--- config.mk ---
export PLATFORM = sky130hd
export DESIGN_NAME = bcd_digit_mul_seq
export DESIGN_NICKNAME = d
export VERILOG_FILES = /design/src/rtl/bcd_digit_mul_seq.sv
export SDC_FILE = /design/constraint.sdc
export NUM_CORES = 1
export LEC_CHECK = 0
export CORE_ASPECT_RATIO = 2
export CORE_MARGIN = 2
export CORE_UTILIZATION = 30
export DETAILED_ROUTE_END_ITERATION = 10
export SYNTH_ARGS = -nofsm -noshare
export SYNTH_HDL_FRONTEND = slang
export SYNTH_SLANG_ARGS = --single-unit
--- constraint.sdc ---
create_clock -name clk -period 17.6 [get_ports clk]
set_input_delay 1.76 -clock clk [delete_from_list [all_inputs] [get_ports clk]]
set_output_delay 1.76 -clock clk [all_outputs]
set_load 0.03 [all_outputs]
--- src/rtl/bcd_digit_mul_seq.sv ---
// Sequential BCD multiplier: DIGITS-digit packed-BCD operand times one BCD digit, LSB digit first.
// Optional input validation is enabled by defining BCDM_CHECK_EN.
module bcd_digit_mul_seq #(
    parameter int unsigned DIGITS = 4
) (
    input  logic                    clk,
    input  logic                    rst_b,
    input  logic                    start,
    input  logic [4*DIGITS-1:0]     a,
    input  logic [3:0]              m,
    output logic                    busy,
    output logic                    done,
    output logic [4*(DIGITS+1)-1:0] p,
    output logic                    err
);

    localparam int unsigned IW = (DIGITS > 1) ? $clog2(DIGITS) : 1;
    localparam logic [IW-1:0] LAST = IW'(DIGITS - 1);

    typedef enum logic [1:0] {StIdle, StRun, StFin} state_e;

    state_e                    state_q, state_d;
    logic [4*DIGITS-1:0]       a_q, a_d;
    logic [3:0]                m_q, m_d;
    logic [IW-1:0]             idx_q, idx_d;
    logic [4:0]                carry_q, carry_d;
    logic [4*DIGITS-1:0]       acc_q, acc_d;
    logic [4*(DIGITS+1)-1:0]   p_q, p_d;
    logic                      busy_q, busy_d;
    logic                      done_q, done_d;
    logic                      err_q, err_d;
    logic                      bad_q, bad_d;
    logic                      bad_in;
    logic [3:0]                dig;
    logic [8:0]                t;

`ifdef BCDM_CHECK_EN
    function automatic logic has_bad(input logic [4*DIGITS-1:0] v, input logic [3:0] d);
        logic b;
        b = (d > 4'd9);
        for (int i = 0; i < int'(DIGITS); i++) begin
            if (v[4*i +: 4] > 4'd9) b = 1'b1;
        end
        return b;
    endfunction
`endif

    always_comb begin
`ifdef BCDM_CHECK_EN
        bad_in = has_bad(a, m);
`else
        bad_in = 1'b0;
`endif
        state_d = state_q;
        a_d     = a_q;
        m_d     = m_q;
        idx_d   = idx_q;
        carry_d = carry_q;
        acc_d   = acc_q;
        p_d     = p_q;
        busy_d  = busy_q;
        done_d  = 1'b0;
        err_d   = err_q;
        bad_d   = bad_q;
        dig     = a_q[4*idx_q +: 4];
        t       = 9'(dig) * 9'(m_q) + 9'(carry_q);

        unique case (state_q)
            StIdle: begin
                if (start) begin
                    a_d     = a;
                    m_d     = m;
                    idx_d   = '0;
                    carry_d = '0;
                    acc_d   = '0;
                    busy_d  = 1'b1;
                    err_d   = 1'b0;
                    bad_d   = bad_in;
                    // Invalid operands skip the digit loop entirely.
                    state_d = bad_in ? StFin : StRun;
                end
            end
            StRun: begin
                acc_d[4*idx_q +: 4] = 4'(t % 9'd10);
                carry_d             = 5'(t / 9'd10);
                idx_d               = idx_q + 1'b1;
                if (idx_q == LAST) state_d = StFin;
            end
            StFin: begin
                p_d     = bad_q ? '0 : {4'(carry_q % 5'd10), acc_q};
                err_d   = bad_q;
                done_d  = 1'b1;
                busy_d  = 1'b0;
                state_d = StIdle;
            end
            default: state_d = StIdle;
        endcase
    end

    always_ff @(posedge clk or negedge rst_b) begin
        if (!rst_b) begin
            state_q <= StIdle;
            a_q     <= '0;
            m_q     <= '0;
            idx_q   <= '0;
            carry_q <= '0;
            acc_q   <= '0;
            p_q     <= '0;
            busy_q  <= 1'b0;
            done_q  <= 1'b0;
            err_q   <= 1'b0;
            bad_q   <= 1'b0;
        end else begin
            state_q <= state_d;
            a_q     <= a_d;
            m_q     <= m_d;
            idx_q   <= idx_d;
            carry_q <= carry_d;
            acc_q   <= acc_d;
            p_q     <= p_d;
            busy_q  <= busy_d;
            done_q  <= done_d;
            err_q   <= err_d;
            bad_q   <= bad_d;
        end
    end

    assign busy = busy_q;
    assign done = done_q;
    assign p    = p_q;
    assign err  = err_q;

endmodule

==> flow_summary.toml <==
[cts]
clock_path_buffers = 2
h-tree-depth = 3
cts.sinks = 67
cts_resized = 0
cts_made_buffers = 9
cts_tree = "done"
cts-hold-fix-buffers = 0
clk_pin_slew_ns = 0.06
cts_setup_buffers = 0
root_buffer = "clkbuf_16"
clk_latency_ns = 0.33

[global_routing]
track_usage_pct = 13.1
grt_pass1_vias = 3312
grt_pass1_wl_um = 16100
grt_remaining_overflow = 0
antenna_found_initial = 0
grt_max_degree = 40

[timing]
max_freq_mhz = 132
setup_viol = 0
tns_ns = 0
finClkSkew_ns = 0.00678
rsz0062_at_grt = "false"
fin_ws_ns = 10.01
tightest_slew_ns = 1.05
timing.final.crit_share_pct = 43.1
hold_violations = 0
fin_crit_ns = 7.59
slew_violations = 0
relSlewSlack_pct = 29.7

[synthesis]
ys_async_sr_fraction_pct = 100
synth.avg_cell_area_um2 = 9.48
yosysSeqAreaShare_pct = 38.9
synth_nets = 512
synthDistinctLibCells = 70
synth-seq-cells = 67
yosys_warnings = 0
syn_inst = 455
ys.flop_type = "dfrtp_1"
syn_area_um2 = 4310
synth_edf_count = 0

[place]
hpwl_um = 7250
dp_slack_ns = 10.11
placed_area_um2 = 4930
portBuffers = 44
gp_congestion = 0.894
post-place-cells = 676

[drt]
dr.pass1.iters = 4
wl_per_cell_um = 14.0
via_count = 3344
viasPerCell = 4.83
drt_wl_total_um = 9660
ant_nets = 0
drtIter0Drc = 117
drcViolationCount = 0

[critical_path]
rrSetupSlack_ns = 10.01
cpMaxStageDelayCell = "dfrtp_1"
critPathBufInv = 1
critical-path-top-delay-family = "compound AO/OA/AOI/OAI gates"
worstPathMaxFanout = 13
slowest_delay_ns = 0.66
critical_path_class = "reg2reg"
crit_top_cell = "fa_1"
endpoint_kind = "flop"
crit_chain = "mux4_2, nand2_1, fa_1, fa_1, inv_1, fa_1, ha_1, and3_4, or3_4, a21bo_1, nor3_1, a211oi_1, o2bb2ai_1, o21ai_0, a221oi_1, ha_1, a21o_1, nor2_1, a221o_1, and3_1, nor3_1, o31ai_1"
crit_required_ns = 17.80
cp-start-kind = "flop"
crit_arrival_ns = 7.78

[floorplan]
die_area_um2 = 15400
rows = 62
start_util_pct = 30.4
die_h_um = 174
core_um2 = 14200
dieWidth_um = 88.8
io_pins = 46

[layout]
nets = 552
design_area_um2 = 5210
n_antenna_cell = 0
stdcell_count = 692
fillerInstances = 1419
area_growth_pct = 20.7
drive_gt1_share_pct = 11.6

[run_status]
outcome = "complete, no violations"

[worst_hold_path]
hold_class = "reg2reg"

[flow_run]
maxCapViolations = 0
worst paths after layout:
path                       cells after the start          to     start
setup / recovery                              22   acc_q[10]  idx_q[0]
hold / removal                                 2      a_q[8]    a_q[8]
setup reg to reg                              22   acc_q[10]  idx_q[0]
hold reg to reg                                2      a_q[8]    a_q[8]
max in group asynchronous                      2        done     rst_b
min in group asynchronous                      1  carry_q[3]     rst_b
placed cells by master (no fill, tap or decap), drive strengths merged, types with 2 or more instances in the layout:
cell type,count
a2111oi,2
a211oi,2
a21boi,2
a21o,4
a21oi,16
a22oi,3
a31oi,2
and2,9
and3,6
buf,4
clkbuf,9
clkdlybuf4s50,43
clkinv,5
dfrtp,67
fa,8
ha,26
inv,24
maj3,2
mux2,21
mux2i,6
mux4,4
nand2,99
nand2b,4
nand3,15
nand4,5
nor2,19
nor3,6
nor3b,2
nor4,3
nor4b,2
o2111ai,2
o211ai,7
o21a,2
o21ai,20
o31ai,11
or2,2
or3,5
xnor2,6
xor2,6
metal layers:
layer  GRT usage [%]  share of wire, %
met1            17.6                46
met2            21.2                49
met3            2.38               3.2
met4            3.98               1.4
met5               0                 0
flip-flops by register name (all words and copies together) (netlist names):
name / flops
m_q: 4
busy: 1
state_q: 2
idx_q: 2
p: 20
done: 1
a_q: 16
carry_q: 5
acc_q: 16
cell type report:
| cell class | count | area, um^2 | area share [%] |
|---|---|---|---|
| clock buffers | 9 | 225 | 4.32 |
| clock inverters | 7 | 52.6 | 1.01 |
| inverters | 22 | 82.6 | 1.59 |
| multi-input cells | 348 | 2470 | 47.5 |
| flip-flops and latches | 67 | 1680 | 32.2 |
| well taps | 192 | 240 | 4.61 |
| repair buffers | 47 | 458 | 8.79 |
cells in the mapped netlist, drive strengths merged, types with 6 or more instances:
cell    number  area (um^2)
and2         9         56.3
buf          6         43.8
dfrtp       67         1680
nand2       99          372
xor2         6         60.1
clkbuf      12         45.0
nor2        19         73.8
ha          26          325
mux2        21          236
and3         6         42.5
xnor2        6         52.6
mux2i        6         60.1
nand3       15         75.1
nor3         6         35.0
a21oi       16         83.8
o211ai       7         52.6
fa           8          160
o31ai       11         82.6
inv         22         82.6
o21ai       20          104
cell families (layout without fill, tap and decap cells):
group | count (synthesis) | count (layout) | synth area share (%)
AO/OA/AOI/OAI | 87 | 87 | 14.2
AND/OR/NAND/NOR | 181 | 181 | 19.6
multiplexers | 31 | 31 | 8.96
flip-flops | 67 | 67 | 38.9
buffers and inverters | 40 | 85 | 3.97
adder cells (fa/ha/maj) | 36 | 36 | 11.7
XOR/XNOR | 12 | 12 | 2.61
other | 1 | 1 | 0.0869
worst min-delay path, stage by stage, from the launching register on:
cell,delay (ns)
dfrtp_1,0.33
nand2_1,0.05
nand2_1,0.05
per-stage QoR:
step,hold slack (ns),utilization [%]
3_5_place_dp,0.462,34.7
2_1_floorplan,0.440,-
4_1_cts,0.477,36.7
6_report,0.468,36.7
5_1_grt,0.502,36.7
3_3_place_gp,0.460,34.7
Power is left out: the tool's default activity adds up to more than one toggle a clock period on the data nets, which glitch-free logic cannot reach.
